[src/rtl/video_timing_gen_if.sv]
// Pixel-side bundle of the video timing generator: read-FIFO handshake on one
// side, synchronised video stream and status on the other.
interface video_timing_gen_if;
    logic        enable;
    logic        fifo_empty;
    logic [15:0] fifo_rd_data;
    logic        fifo_rd_en;
    logic        hsync;
    logic        vsync;
    logic        de;
    logic [23:0] rgb;
    logic        frame_start;
    logic [15:0] underflow_cnt;

    // Driver view: supplies enable and FIFO data, observes the video stream.
    modport master (
        output enable, fifo_empty, fifo_rd_data,
        input  fifo_rd_en, hsync, vsync, de, rgb, frame_start, underflow_cnt
    );

    // Generator view.
    modport slave (
        input  enable, fifo_empty, fifo_rd_data,
        output fifo_rd_en, hsync, vsync, de, rgb, frame_start, underflow_cnt
    );
endinterface

[src/rtl/video_timing_gen.sv]
// Video timing generator: free-running raster counters, a frame-aligned
// pixel-fetch FSM, and a two-stage output pipeline that lines up sync,
// data-enable and RGB888 expanded from RGB565 FIFO words.
//
// state        | meaning
// -------------+-------------------------------------------------------------
// S_IDLE       | timing runs, no reads, black pixels
// S_WAIT_FRAME | start requested, waiting for the current frame to end
// S_RUN        | reading one FIFO word per active pixel
module video_timing_gen #(
    parameter int H_ACTIVE = 1280,
    parameter int H_FP     = 110,
    parameter int H_SYNC   = 40,
    parameter int H_BP     = 220,
    parameter int V_ACTIVE = 720,
    parameter int V_FP     = 5,
    parameter int V_SYNC   = 5,
    parameter int V_BP     = 20,
    parameter int SYNC_POL = 1
) (
    input  logic              sclk,
    input  logic              s_rst_n,
    video_timing_gen_if.slave vif
);
    localparam int H_TOTAL = H_ACTIVE + H_FP + H_SYNC + H_BP;
    localparam int V_TOTAL = V_ACTIVE + V_FP + V_SYNC + V_BP;
    // One extra bit of headroom so the sync-end bound never aliases to zero.
    localparam int HW = $clog2(H_TOTAL + 1);
    localparam int VW = $clog2(V_TOTAL + 1);

    localparam logic [HW-1:0] H_LAST = HW'(H_TOTAL - 1);
    localparam logic [HW-1:0] H_ACT  = HW'(H_ACTIVE);
    localparam logic [HW-1:0] HS_BEG = HW'(H_ACTIVE + H_FP);
    localparam logic [HW-1:0] HS_END = HW'(H_ACTIVE + H_FP + H_SYNC);
    localparam logic [VW-1:0] V_LAST = VW'(V_TOTAL - 1);
    localparam logic [VW-1:0] V_ACT  = VW'(V_ACTIVE);
    localparam logic [VW-1:0] VS_BEG = VW'(V_ACTIVE + V_FP);
    localparam logic [VW-1:0] VS_END = VW'(V_ACTIVE + V_FP + V_SYNC);

    // Inverting term applied to raw syncs; also the idle sync level.
    localparam logic SYNC_INV = (SYNC_POL == 0);

    typedef enum logic [1:0] {
        S_IDLE       = 2'd0,
        S_WAIT_FRAME = 2'd1,
        S_RUN        = 2'd2
    } state_t;

    state_t        state_q;
    logic [HW-1:0] h_cnt_q, h_cnt_d;
    logic [VW-1:0] v_cnt_q, v_cnt_d;

    logic act, hs_raw, vs_raw, fs_raw, h_last, frame_end, rd_en;

    logic act_p1_q, hs_p1_q, vs_p1_q, fs_p1_q, pix_ok_p1_q;
    logic de_q, hsync_q, vsync_q, frame_start_q;
    logic [23:0] rgb_q, rgb_d;
    logic [15:0] underflow_q, underflow_d;

    // Raster decode, all from registered counters.
    assign h_last    = (h_cnt_q == H_LAST);
    assign frame_end = h_last && (v_cnt_q == V_LAST);
    assign act       = (h_cnt_q < H_ACT) && (v_cnt_q < V_ACT);
    assign hs_raw    = (h_cnt_q >= HS_BEG) && (h_cnt_q < HS_END);
    assign vs_raw    = (v_cnt_q >= VS_BEG) && (v_cnt_q < VS_END);
    assign fs_raw    = (h_cnt_q == '0) && (v_cnt_q == '0);
    assign rd_en     = act && (state_q == S_RUN);

    // Next raster position; v advances on the last pixel of each line.
    always_comb begin
        h_cnt_d = h_last ? '0 : h_cnt_q + HW'(1);
        v_cnt_d = v_cnt_q;
        if (h_last) begin
            v_cnt_d = (v_cnt_q == V_LAST) ? '0 : v_cnt_q + VW'(1);
        end
    end

    // Raster counters run continuously, independent of the fetch state.
    always_ff @(posedge sclk or negedge s_rst_n) begin
        if (!s_rst_n) begin
            h_cnt_q <= '0;
            v_cnt_q <= '0;
        end else begin
            h_cnt_q <= h_cnt_d;
            v_cnt_q <= v_cnt_d;
        end
    end

    // Fetch FSM: starts and stops only on frame boundaries so frames are whole.
    always_ff @(posedge sclk or negedge s_rst_n) begin
        if (!s_rst_n) begin
            state_q <= S_IDLE;
        end else begin
            case (state_q)
                S_IDLE: begin
                    if (vif.enable && !vif.fifo_empty) state_q <= S_WAIT_FRAME;
                end
                S_WAIT_FRAME: begin
                    if (!vif.enable)    state_q <= S_IDLE;
                    else if (frame_end) state_q <= S_RUN;
                end
                S_RUN: begin
                    if (frame_end && !vif.enable) state_q <= S_IDLE;
                end
                default: state_q <= S_IDLE;
            endcase
        end
    end

    // Stage 1: timing flags, and whether this cycle's read returns a real pixel.
    always_ff @(posedge sclk or negedge s_rst_n) begin
        if (!s_rst_n) begin
            act_p1_q    <= 1'b0;
            hs_p1_q     <= 1'b0;
            vs_p1_q     <= 1'b0;
            fs_p1_q     <= 1'b0;
            pix_ok_p1_q <= 1'b0;
        end else begin
            act_p1_q    <= act;
            hs_p1_q     <= hs_raw;
            vs_p1_q     <= vs_raw;
            fs_p1_q     <= fs_raw;
            pix_ok_p1_q <= rd_en && !vif.fifo_empty;
        end
    end

    // RGB565 -> RGB888 by replicating MSBs; black unless a good read is landing.
    always_comb begin
        rgb_d = 24'h0;
        if (pix_ok_p1_q) begin
            rgb_d = {vif.fifo_rd_data[15:11], vif.fifo_rd_data[15:13],
                     vif.fifo_rd_data[10:5],  vif.fifo_rd_data[10:9],
                     vif.fifo_rd_data[4:0],   vif.fifo_rd_data[4:2]};
        end
    end

    // Stage 2: registered outputs, two cycles behind the counters.
    always_ff @(posedge sclk or negedge s_rst_n) begin
        if (!s_rst_n) begin
            de_q          <= 1'b0;
            hsync_q       <= SYNC_INV;
            vsync_q       <= SYNC_INV;
            frame_start_q <= 1'b0;
            rgb_q         <= 24'h0;
        end else begin
            de_q          <= act_p1_q;
            hsync_q       <= hs_p1_q ^ SYNC_INV;
            vsync_q       <= vs_p1_q ^ SYNC_INV;
            frame_start_q <= fs_p1_q;
            rgb_q         <= rgb_d;
        end
    end

    // Underflow count; the strobe itself is never held back so pixels stay aligned.
    always_comb begin
        underflow_d = underflow_q;
        if (rd_en && vif.fifo_empty && (underflow_q != 16'hFFFF)) begin
            underflow_d = underflow_q + 16'd1;
        end
    end

    // Saturating underflow counter register.
    always_ff @(posedge sclk or negedge s_rst_n) begin
        if (!s_rst_n) underflow_q <= 16'h0;
        else          underflow_q <= underflow_d;
    end

    assign vif.fifo_rd_en    = rd_en;
    assign vif.de            = de_q;
    assign vif.hsync         = hsync_q;
    assign vif.vsync         = vsync_q;
    assign vif.frame_start   = frame_start_q;
    assign vif.rgb           = rgb_q;
    assign vif.underflow_cnt = underflow_q;
endmodule

[src/flat_wrapper.sv]
// flat-port wrapper written by rule: the top's interface ports become plain ports
module video_timing_gen_flat 
#(
    parameter int H_ACTIVE = 1280,
    parameter int H_FP     = 110,
    parameter int H_SYNC   = 40,
    parameter int H_BP     = 220,
    parameter int V_ACTIVE = 720,
    parameter int V_FP     = 5,
    parameter int V_SYNC   = 5,
    parameter int V_BP     = 20,
    parameter int SYNC_POL = 1
)
  (sclk, s_rst_n, vif_enable, vif_fifo_empty, vif_fifo_rd_data, vif_fifo_rd_en, vif_hsync, vif_vsync, vif_de, vif_rgb, vif_frame_start, vif_underflow_cnt);
  video_timing_gen_if vif_i ();
  input  logic sclk;
  input  logic s_rst_n;
  input wire logic [$bits(vif_i.enable)-1:0] vif_enable;
  input wire logic [$bits(vif_i.fifo_empty)-1:0] vif_fifo_empty;
  input wire logic [$bits(vif_i.fifo_rd_data)-1:0] vif_fifo_rd_data;
  output wire logic [$bits(vif_i.fifo_rd_en)-1:0] vif_fifo_rd_en;
  output wire logic [$bits(vif_i.hsync)-1:0] vif_hsync;
  output wire logic [$bits(vif_i.vsync)-1:0] vif_vsync;
  output wire logic [$bits(vif_i.de)-1:0] vif_de;
  output wire logic [$bits(vif_i.rgb)-1:0] vif_rgb;
  output wire logic [$bits(vif_i.frame_start)-1:0] vif_frame_start;
  output wire logic [$bits(vif_i.underflow_cnt)-1:0] vif_underflow_cnt;
  assign vif_i.enable = vif_enable;
  assign vif_i.fifo_empty = vif_fifo_empty;
  assign vif_i.fifo_rd_data = vif_fifo_rd_data;
  assign vif_fifo_rd_en = vif_i.fifo_rd_en;
  assign vif_hsync = vif_i.hsync;
  assign vif_vsync = vif_i.vsync;
  assign vif_de = vif_i.de;
  assign vif_rgb = vif_i.rgb;
  assign vif_frame_start = vif_i.frame_start;
  assign vif_underflow_cnt = vif_i.underflow_cnt;
  video_timing_gen #(.H_ACTIVE(H_ACTIVE), .H_FP(H_FP), .H_SYNC(H_SYNC), .H_BP(H_BP), .V_ACTIVE(V_ACTIVE), .V_FP(V_FP), .V_SYNC(V_SYNC), .V_BP(V_BP), .SYNC_POL(SYNC_POL)) u_core (.sclk(sclk), .s_rst_n(s_rst_n), .vif(vif_i));
endmodule
[config.mk]
export PLATFORM = sky130hd
export DESIGN_NAME = video_timing_gen_flat
export DESIGN_NICKNAME = d
export VERILOG_FILES = /design/src/rtl/video_timing_gen_if.sv /design/src/rtl/video_timing_gen.sv /design/src/flat_wrapper.sv
export SDC_FILE = /design/constraint.sdc
export NUM_CORES = 1
export LEC_CHECK = 0
export CAP_MARGIN = 20
export CORE_UTILIZATION = 47
export CTS_BUF_LIST = sky130_fd_sc_hd__clkbuf_2 sky130_fd_sc_hd__clkbuf_4 sky130_fd_sc_hd__clkbuf_8
export DETAILED_ROUTE_END_ITERATION = 8
export PLACE_DENSITY = 0.87
export SYNTH_ARGS = -nofsm -noshare
export SYNTH_HDL_FRONTEND = slang
export SYNTH_SLANG_ARGS = --single-unit
[constraint.sdc]
create_clock -name sclk -period 1.7 [get_ports sclk]
set_input_delay 0.425 -clock sclk [delete_from_list [all_inputs] [get_ports sclk]]
set_output_delay 0.425 -clock sclk [all_outputs]
set_load 0.02 [all_outputs]
[After elaboration in Yosys (flattened, before gate mapping)]
Cells that the tools add are included.
Storage, ports and cells
  output and inout bits: 45
  register bits after elaboration: 72
  logic and storage cells: 56
Operators by class
  equality and inequality tests: 8
  magnitude comparators: 6
  muxes and demuxes: 8
  reductions and logical operators: 17
  add/subtract/negate cells: 3
Operator list (number)
  2-to-1 mux 24 bit: 1
  < comparator 11 bit (second input constant): 2
  < comparator 10 bit (second input constant): 2
  adder 16 x 1 -> 16 bit (second input constant): 1
  inequality test 16 bit (second input constant): 1
  adder 11 x 1 -> 11 bit (second input constant): 1
  == test 11 bit (second input constant): 1
  greater-or-equal comparator 11 bit (second input constant): 1
  logical AND 1 bit: 11
  logical NOT 11 bit: 1
  2-to-1 mux 11 bit: 1
  adder 10 x 1 -> 10 bit (second input constant): 1
  == test 10 bit (second input constant): 1
  greater-or-equal comparator 10 bit (second input constant): 1
  logical NOT 10 bit: 1
  2-to-1 mux 10 bit: 1
  2-to-1 mux 2 bit: 4
  case mux 2 bit (3 select lines): 1
  inequality test 3 x 2 -> 1 bit (second input constant): 1
  AND reduction 3 bit: 1
  == test 2 x 1 -> 1 bit (second input constant): 1
  == test 2 bit (second input constant): 1
  logical NOT 1 bit: 2
  logical NOT 2 bit: 1
  other kinds (2): 2

[Logic depth before layout (Yosys ltp)]
Gate-level depths: netlist of run 1.
  depth in word-level cells: 5
  mapped depth: 8
  mapped depth without buffers: 7

[Least setup slack after synthesis of run 1]
OpenSTA, ideal clock, no wires.
  path type: register to register
  from: reg u_core.underflow_q[0] (netlist: u_core.vif.underflow_cnt[0])
  to: reg u_core.underflow_q[3] (netlist: u_core.vif.underflow_cnt[3])
  slack: -0.097 ns
  library setup time: 0.130 ns
  data arrival time: 1.667 ns
  required time: 1.570 ns
  stages on the path, launching flop included: 8
  cells stage by stage: dfrtp_1 > ha_1 > nand3_1 > nor3_1 > a211oi_4 > buf_6 > nand4_1 > xnor2_1
On the way
  word-level cells in the longest chain between the ends: 2
Ends and longest elaborated chain
  start, declared: line video_timing_gen.sv:58  | logic [15:0] underflow_q, underflow_d;
  start signal, assigned: line video_timing_gen.sv:165  | else underflow_q <= underflow_d;
  branches (longest 2 deep; another with adder 16 x 1 -> 16 bit)
Parallel ways; which one is timed is not known.
A chain may end at the register's enable or synchronous reset.

[Final worst setup path of run 1]
  from: reg u_core.v_cnt_q[8]
  to: out vif_fifo_rd_en
On the way
  word-level cells in the longest chain between the ends: 3
Ends and longest elaborated chain
  start, declared: line video_timing_gen.sv:51  | logic [VW-1:0] v_cnt_q, v_cnt_d;
  start signal, assigned: line video_timing_gen.sv:85  | v_cnt_q <= v_cnt_d;
  < comparator 10 bit: line video_timing_gen.sv:63  | assign act = (h_cnt_q < H_ACT) && (v_cnt_q < V_ACT);
  logical AND 1 bit: line video_timing_gen.sv:63
  logical AND 1 bit: line video_timing_gen.sv:67  | assign rd_en = act && (state_q == S_RUN);
  end, declared: line flat_wrapper.sv:21  | output wire logic [$bits(vif_i.fifo_rd_en)-1:0] vif_fifo_rd_en;
Every way passes these cells.

==> flow_summary.yaml, run 1 <==
route:
  ant_nets: 0
  drt_wl_total_um: 7075
  avgViaCountPerCell: 5.230
  via_count: 2364
  drc: 0
  wire_per_inst_um: 15.65
  drt-initial-drc-count: 109
  firstDrtPassIters: 4
job:
  maxCapViolCount: 0
logic_synthesis:
  seq_area_frac_synth: 0.5403
  synthXorXnorAreaFrac: 0.06796
  synth_top_family_by_area: "simple AND/OR/NAND/NOR gates"
  synthSimpleGateAreaFrac: 0.2275
  syn_inst: 268
  synth_flop_cell: "dfrtp_1"
  syn_area_sq_mm: 0.002964
  synth_mux_area_frac: 0.01266
  synth-compound-area-share: 0.07049
  synth_warnings: 0
  synth.avg_cell_area_sq_um: 11.06
  synth-edff-count: 0
  synthAdderAreaFrac: 0.03799
  ys_types: 47
  ys_seq_elements: 64
  syn_nets: 297
  async_reset_ff_frac: 1.000
sta:
  hold_violations: 0
  fin_tns_setup_ns: -0.2769
  fin_worst_skew_ns: 0.01162
  worstMarginPinSlew_ns: 0.3430
  worst_slack_ns: -0.1244
  finalCritPeriodShare: 1.073
  slew_headroom: 0.7681
  period_minus_slack_ns: 1.824
  setup_viol: 7
  rsz0062_at_grt: "yes"
  max_freq_ghz: 0.5481
  maxSlewViolCount: 0
  worst_hold_slack_ns: 0.3489
min_path:
  hold_depth: 0
  hp-start: "u_core.act_p1_q$_DFF_PN0_"
  hold_path.class: "reg -> reg"
  min_to: "u_core.vif.de$_DFF_PN0_"
cells_and_area:
  most-common-layout-cells: "57 x dfrtp_1, 39 x dlygate4sd2_1, 39 x buf_4, 21 x nor2_1, 19 x nand2_1"
  antenna_cells: 0
  syn_to_final_growth_pct: 42.93
  nNetsFinal: 401
  layout_commonest_cell: "dfrtp_1"
  num-fill-cells: 425
  drive_gt1_frac: 0.2467
floorplan:
  die_w_um: 81.42
  die_y_um: 81.42
  rows: 28
  ios: 65
  core-area_sq_mm: 0.005991
  initial_core_util: 0.4948
  die-area_sq_mm: 0.006628
cts:
  cts_buffers: 9
  htreeDepth: 3
  clk_latency_ns: 0.34
  clockBufferDepth: 2
  cts_tree: "yes"
  cts_root_buf: "clkbuf_8"
  clock-sinks: 64
  clk_pin_slew_ns: 0.07
critical_path:
  r2r-end: "u_core.vif.underflow_cnt[1]$_DFFE_PN0P_"
  rr_worst_depth: 6
  crit_path_start_kind: "flip-flop"
  r2r-start: "u_core.h_cnt_q[8]$_DFF_PN0_"
  rrSetupSlack_ns: -0.07
  worstPathMaxFanout: 3
  worstPathRequired_ns: 1.27
  arrival_ns: 1.40
  end_kind: "primary output"
  crit_type: "reg -> out"
grt:
  grt_use_total: 0.2205
  grt_pass1_wl_um: 10760
  grt_overflow: 0
  antenna_found_initial: 0
  grt_pass1_vias: 2300
  grt_max_degree: 54
power:
  ir_drop_mv: 0.5779
  seqPwrFrac: 0.472
  intPower_mw: 2.616
  p_total_mw: 3.248
  p_switching_uw: 632.2
  swShare: 0.1946
  combPwrFrac: 0.034
  p_leak_nw: 2.194
  power_density_mw_per_mm2: 766.7
  clkPwrFrac: 0.494
placed_design:
  place_congestion: 0.8124
  dp_hpwl_um: 4971
  post-place-ws_ns: -0.1734
  portBuffers: 64
status:
  violations: "negative setup slack"
  status: "finished with violations"
==> routing by layer <==
| metal | global-route usage | routed length (um) | vias to the layer above |
|---|---|---|---|
| met3 | 0.03556 | 277 | 9 |
| met5 | 0 | 0 | - |
| met2 | 0.3792 | 3862 | 63 |
| li1 | - | - | 1121 |
| met1 | 0.2676 | 2825 | 1171 |
| met4 | 0.1089 | 110 | 0 |
==> synthesized netlist by cell type (2+ instances only) <==
| cell type | number | area (sq um) |
|---|---|---|
| nand3_1 | 15 | 75.07 |
| and2_1 | 18 | 112.6 |
| and4_1 | 3 | 26.28 |
| or2_2 | 2 | 12.51 |
| inv_1 | 9 | 33.78 |
| nand4_1 | 9 | 56.30 |
| nor3_1 | 4 | 20.02 |
| nor2b_1 | 2 | 12.51 |
| a21o_1 | 2 | 15.01 |
| ha_1 | 9 | 112.6 |
| nand3b_1 | 3 | 22.52 |
| xor2_1 | 8 | 70.07 |
| nor2_1 | 21 | 78.83 |
| clkbuf_1 | 2 | 7.510 |
| dfrtp_1 | 64 | 1602 |
| o21ai_0 | 13 | 65.06 |
| and3_1 | 8 | 50.05 |
| nand2_1 | 20 | 75.07 |
| buf_2 | 3 | 15.01 |
| a31oi_1 | 3 | 18.77 |
| xnor2_1 | 15 | 131.4 |
| buf_4 | 8 | 60.06 |
| a21oi_1 | 3 | 15.01 |
==> flip-flops by register name (all words and copies together), names as in the netlist <==
name	count
u_core.vif.de	1
u_core.vif.rgb	16
u_core.vif.underflow_cnt	16
u_core.fs_p1_q	1
u_core.vif.frame_start	1
u_core.v_cnt_q	10
u_core.pix_ok_p1_q	1
u_core.h_cnt_q	11
u_core.state_q	2
u_core.act_p1_q	1
u_core.vs_p1_q	1
u_core.vif.hsync	1
u_core.hs_p1_q	1
u_core.vif.vsync	1
==> layout make-up <==
type / count / area [sq um] / area share
flip-flops and latches: 64 / 1610 / 0.3801
multi-input cells: 181 / 1295 / 0.3057
repair buffers: 107 / 954.7 / 0.2253
clock buffers: 11 / 145.1 / 0.03426
clock inverters: 5 / 103.9 / 0.02451
well taps: 75 / 93.84 / 0.02215
inverters: 9 / 33.78 / 0.007974
==> worst max path at each step <==
stage                                       startpoint                                  endpoint  slack, ns  cells past startpoint
3_5_place_dp               u_core.h_cnt_q[8]$_DFF_PN0_                            vif_fifo_rd_en      -0.17                      4
4_1_cts                  u_core.v_cnt_q[8]$_DFFE_PN0N_                            vif_fifo_rd_en      -0.09                      4
5_1_grt                  u_core.v_cnt_q[8]$_DFFE_PN0N_                            vif_fifo_rd_en      -0.17                      4
6_report                 u_core.v_cnt_q[8]$_DFFE_PN0N_                            vif_fifo_rd_en      -0.12                      4
2_1_floorplan  u_core.vif.underflow_cnt[9]$_DFFE_PN0P_  u_core.vif.underflow_cnt[12]$_DFFE_PN0P_       0.02                      6
3_3_place_gp               u_core.h_cnt_q[8]$_DFF_PN0_                            vif_fifo_rd_en      -0.13                      4
==> worst max-delay path: stages (launching register included) <==
cell       delay [ns]
dfrtp_1          0.40
nand4b_4         0.20
o2111ai_4        0.25
inv_2            0.08
buf_6            0.14
==> power by group through the flow <==
stage,registers [mW],logic (mW),clock network [mW]
after floorplan,1.57,0.00855,0
after global placement,1.56,0.108,0
after detailed placement,1.56,0.110,0
after CTS,1.53,0.111,1.61
after global routing,1.53,0.121,1.70
final,1.53,0.110,1.61
==> through the flow <==
step / util / std cells / cell area, sq um
2_1_floorplan: - / 268 / 2982
3_5_place_dp: 0.6543 / 430 / 3920
6_report: 0.7072 / 452 / 4237
5_1_grt: 0.7072 / 452 / 4237
4_1_cts: 0.6901 / 448 / 4134
3_3_place_gp: 0.6543 / 430 / 3920
==> cells by family (layout without fill, tap and decap cells) <==
family,count (synthesis),after routing
AO/OA/AOI/OAI,29,29
AND/OR/NAND/NOR,117,117
buffers and inverters,23,132
XOR/XNOR,23,23
flip-flops,64,64
multiplexers,3,3
adder cells (fa/ha/maj),9,9
==> timing repair <==
action,in CTS,in global routing
buffers inserted,1,4
resized for setup,44,26
setup endpoints to repair,44,32
hold buffers,1,0
hold endpoints to repair,11,0
pin swaps,1,3
No activity file was read; power rests on OpenSTA's default activity.
==> run 2: changes to the inputs <==
ABC_CLOCK_PERIOD_IN_PS = 1700   (was default)
GPL_TIMING_DRIVEN = 0   (was default)
==> flow_summary.yaml, run 2 (synthesis gave the netlist of run 1 again) <==
status:
  status: "finished with violations"
  violations: "negative setup slack"
cts:
  cts_root_buf: "clkbuf_8"
  cts_tree: "yes"
  clk_latency_ns: 0.34
  clock-sinks: 64
  clockBufferDepth: 2
  htreeDepth: 3
  hold_buffers: 0
  cts_buffers: 9
  clk_pin_slew_ns: 0.07
route:
  drt_wl_total_um: 8023
  avgViaCountPerCell: 5.677
  ant_nets: 0
  via_count: 2515
  drt-initial-drc-count: 263
  wire_per_inst_um: 18.11
  firstDrtPassIters: 5
  drc: 0
critical_path:
  end_kind: "primary output"
  worstPathMaxFanout: 6
  worstPathRequired_ns: 1.27
  crit_type: "reg -> out"
  arrival_ns: 1.51
  crit_path_start_kind: "flip-flop"
job:
  maxCapViolCount: 0
sta:
  rsz0062_at_grt: "yes"
  hold_violations: 0
  max_freq_ghz: 0.5176
  setup_viol: 28
  worst_slack_ns: -0.2321
  fin_tns_setup_ns: -2.943
  period_minus_slack_ns: 1.932
  fin_worst_skew_ns: 0.009366
  slew_headroom: 0.5462
  maxSlewViolCount: 0
  finalCritPeriodShare: 1.137
  worstMarginPinSlew_ns: 0.6807
grt:
  grt_pass1_wl_um: 11000
  grt_overflow: 0
  grt_max_degree: 35
  antenna_found_initial: 0
  grt_use_total: 0.2248
  grt_pass1_vias: 2336
floorplan:
  initial_core_util: 0.4948
  ios: 65
  die_y_um: 81.42
  core-area_sq_mm: 0.005991
  die_w_um: 81.42
  die-area_sq_mm: 0.006628
  rows: 28
power:
  clkPwrFrac: 0.467
  seqPwrFrac: 0.500
  intPower_mw: 2.448
  power_density_mw_per_mm2: 713.7
  p_total_mw: 3.075
  combPwrFrac: 0.033
  swShare: 0.2038
  p_switching_uw: 626.6
  ir_drop_mv: 0.5015
  p_leak_nw: 2.193
cells_and_area:
  layout_commonest_cell: "dfrtp_1"
  nNetsFinal: 393
  syn_to_final_growth_pct: 45.34
  drive_gt1_frac: 0.3071
  stdcell_count: 443
  antenna_cells: 0
  most-common-layout-cells: "48 x dfrtp_1, 36 x dlygate4sd2_1, 25 x buf_4"
placed_design:
  post-place-ws_ns: -0.3221
  portBuffers: 64
  place_inst: 408
  dp_hpwl_um: 4517
  place_congestion: 0.8736
min_path:
  hold_path.class: "in -> async"
==> run 2: power groups by stage <==
stage | Clock, mW | Combinational, mW | Sequential (mW)
6_report | 1.44 | 0.101 | 1.54
5_1_grt | 1.52 | 0.111 | 1.54
4_1_cts | 1.45 | 0.100 | 1.53
3_5_place_dp | 0 | 0.102 | 1.56
3_3_place_gp | 0 | 0.0938 | 1.56
2_1_floorplan | 0 | 0.00855 | 1.57
==> run 2: path summary, 6_finish.rpt <==
check / endpoint / startpoint / slack (ns) / cells past startpoint
worst max-delay path: vif_fifo_rd_en / u_core.v_cnt_q[6]$_DFFE_PN0N_ / -0.23 / 4
worst min-delay path: u_core.h_cnt_q[2]$_DFF_PN0_ / s_rst_n / 0.12 / 1
worst max register to register: u_core.vif.underflow_cnt[3]$_DFFE_PN0P_ / u_core.state_q[0]$_DFFE_PN0P_ / -0.21 / 8
worst min register to register: u_core.vif.hsync$_DFF_PN0_ / u_core.hs_p1_q$_DFF_PN0_ / 0.35 / 0
max in group asynchronous: u_core.v_cnt_q[5]$_DFFE_PN0N_ / s_rst_n / 0.94 / 2
min in group sclk: u_core.vif.hsync$_DFF_PN0_ / u_core.hs_p1_q$_DFF_PN0_ / 0.35 / 0
==> run 2: cell type report <==
type	count	area [sq um]
multi-input combinational	181	1433
inverter	9	33.78
clock buffer	11	145.1
timing repair buffer	86	804.5
sequential	64	1622
buffer	13	106.4
tap	75	93.84
fill	362	1683
clock inverter	4	70.07
==> run 2: stage by stage <==
| stage | util | cell area (sq um) | hold slack [ns] |
|---|---|---|---|
| floorplan | - | 2982 | 0.1294 |
| detailed placement | 0.6228 | 3731 | 0.3396 |
| CTS | 0.6744 | 4040 | 0.1480 |
| global route | 0.7191 | 4308 | 0.1873 |
| finish | 0.7191 | 4308 | 0.1181 |
| global placement | 0.6203 | 3716 | 0.3334 |
==> run 2: timing repair <==
item,CTS,global route
setup buffers,13,7
setup endpoints to repair,59,40
pin swaps,3,18
cloned,1,0
resized for setup,57,61
==> run 2: critical path, stage by stage (launching register included) <==
cell and delay [ns]:
dfrtp_1 0.48, nand4b_4 0.18, o2111ai_4 0.29, inv_2 0.08, buf_6 0.14
==> run 2: layer usage <==
layer / GRT usage / up-vias / wire, um / part of all wire
li1: - / 1105 / - / -
met1: 0.2798 / 1252 / 3109 / 0.39
met2: 0.3650 / 128 / 4110 / 0.51
met3: 0.04000 / 30 / 494 / 0.062
met4: 0.1339 / 0 / 308 / 0.038
met5: 0 / - / 0 / 0
==> run 3: changes to the inputs <==
CORE_UTILIZATION = 41   (was 47)
PLACE_DENSITY = 0.79   (was 0.87)
==> flow_summary.yaml, run 3 (synthesis gave the netlist of run 1 again) <==
placed_design:
  place_inst: 429
  dp_hpwl_um: 4131
  portBuffers: 64
  placed_area_sq_mm: 0.003757
  place_congestion: 0.7899
floorplan:
  die-area_sq_mm: 0.007573
  rows: 30
  core-area_sq_mm: 0.006907
  initial_core_util: 0.4292
  die_y_um: 87.03
  die_w_um: 87.03
  ios: 65
cts:
  clockBufferDepth: 2
  clock-sinks: 64
  cts_tree: "yes"
  clk_latency_ns: 0.35
  clk_pin_slew_ns: 0.07
  cts_buffers: 9
  htreeDepth: 3
  cts_root_buf: "clkbuf_8"
job:
  maxCapViolCount: 0
route:
  drt_wl_total_um: 6702
  met2_length_um: 3290
  top_layer_used: "met4"
  ant_nets: 0
  drt-initial-drc-count: 154
  drc: 0
  firstDrtPassIters: 4
  drt-met1-wl_um: 2932
  avgViaCountPerCell: 5.047
  via_count: 2347
  wl_met3_um: 330
  wire_per_inst_um: 14.41
critical_path:
  worstPathMaxFanout: 3
  cpMaxStageDelayCell: "dfrtp_1"
  crit_path_start_kind: "flip-flop"
  end_kind: "primary output"
  arrival_ns: 1.41
  crit_path_max_incr_delay_ns: 0.42
  worstPathRequired_ns: 1.27
  crit_type: "reg -> out"
  cp_cell_sequence: "nand4b_4 -> o2111ai_4 -> inv_2 -> buf_6"
cells_and_area:
  final_cell_area_sq_mm: 0.004237
  num-fill-cells: 567
  drive_gt1_frac: 0.2981
  most-common-layout-cells: "45 x dfrtp_1, 34 x dlygate4sd2_1, 27 x buf_4, 19 x nor2_1, 19 x dfrtp_2"
  antenna_cells: 0
  nNetsFinal: 393
  stdcell_count: 465
  layout_commonest_cell: "dfrtp_1"
  syn_to_final_growth_pct: 42.93
sta:
  maxSlewViolCount: 0
  fin_tns_setup_ns: -1.137
  hold_violations: 0
  period_minus_slack_ns: 1.838
  max_freq_ghz: 0.5440
  fin_worst_skew_ns: 0.01327
  worst_hold_slack_ns: 0.05859
  setup_viol: 14
  finalCritPeriodShare: 1.081
  worst_slack_ns: -0.1381
  slew_headroom: 0.6436
  rsz0062_at_grt: "yes"
  worstMarginPinSlew_ns: 0.5346
grt:
  grt_pass1_vias: 2224
  grt_max_degree: 42
  grt_overflow: 0
  grt_pass1_wl_um: 10410
  grt_use_total: 0.1794
  antenna_found_initial: 0
status:
  violations: "negative setup slack"
  status: "finished with violations"
power:
  p_total_mw: 2.788
  power_density_mw_per_mm2: 658.0
  p_leak_nw: 2.192
  ir_drop_mv: 0.4335
min_path:
  hold_path.class: "in -> async"
==> run 3: area by class of cell <==
class | count | area, sq um | share of cell area
plain buffers | 13 | 105.1 | 0.02481
clock buffers | 9 | 123.9 | 0.02924
clock inverters | 7 | 47.55 | 0.01122
inverters | 9 | 36.28 | 0.008565
multi-input cells | 181 | 1374 | 0.3243
flip-flops and latches | 64 | 1625 | 0.3836
well taps | 96 | 120.1 | 0.02835
repair buffers | 86 | 804.5 | 0.1899
==> run 3: report_power, final <==
part	switching [mW]	leakage (nW)	internal (mW)
clock network	0.625	0.0854	0.527
logic	0.0486	1.27	0.0544
registers	0.00505	0.832	1.53
total	0.679	2.19	2.11
==> run 3: critical path: cells and delay by family (launching register included) <==
family | cells | cell delay [ns]
flops | 1 | 0.42
compound gates | 1 | 0.25
simple gates | 1 | 0.21
buf+inv | 2 | 0.20
==> run 3: timing repair <==
item	in CTS	in global routing
hold buffers	0	0
endpoints found under the setup margin	57	41
gates cloned	1	0
gates resized for setup	56	52
setup buffers	9	11
pin swaps	4	14
==> run 3: metrics by stage <==
| step | setup WS (ns) | utilization |
|---|---|---|
| floorplan | 0.01788 | - |
| global placement | -2.057 | 0.5418 |
| detailed placement | -0.3169 | 0.5440 |
| CTS | -0.1164 | 0.5795 |
| global route | -0.1949 | 0.6134 |
| finish | -0.1381 | 0.6134 |
==> run 3: layer usage <==
layer  vias to the layer above  track usage
met5                         -            0
li1                       1103            -
met1                      1154       0.2339
met2                        74       0.2827
met4                         0      0.08030
met3                        16      0.04455
==> run 3: worst paths after layout <==
kind | start | endpoint | slack (ns) | depth (start not counted)
max | u_core.v_cnt_q[8]$_DFFE_PN0N_ | vif_fifo_rd_en | -0.14 | 4
min | s_rst_n | u_core.h_cnt_q[2]$_DFF_PN0_ | 0.06 | 1
max reg2reg | u_core.vif.underflow_cnt[1]$_DFFE_PN0P_ | u_core.vif.underflow_cnt[1]$_DFFE_PN0P_ | -0.14 | 6
min reg2reg | u_core.hs_p1_q$_DFF_PN0_ | u_core.vif.hsync$_DFF_PN0_ | 0.35 | 0
max in group asynchronous | s_rst_n | u_core.v_cnt_q[4]$_DFFE_PN0N_ | 1.02 | 2
min in group sclk | u_core.hs_p1_q$_DFF_PN0_ | u_core.vif.hsync$_DFF_PN0_ | 0.35 | 0
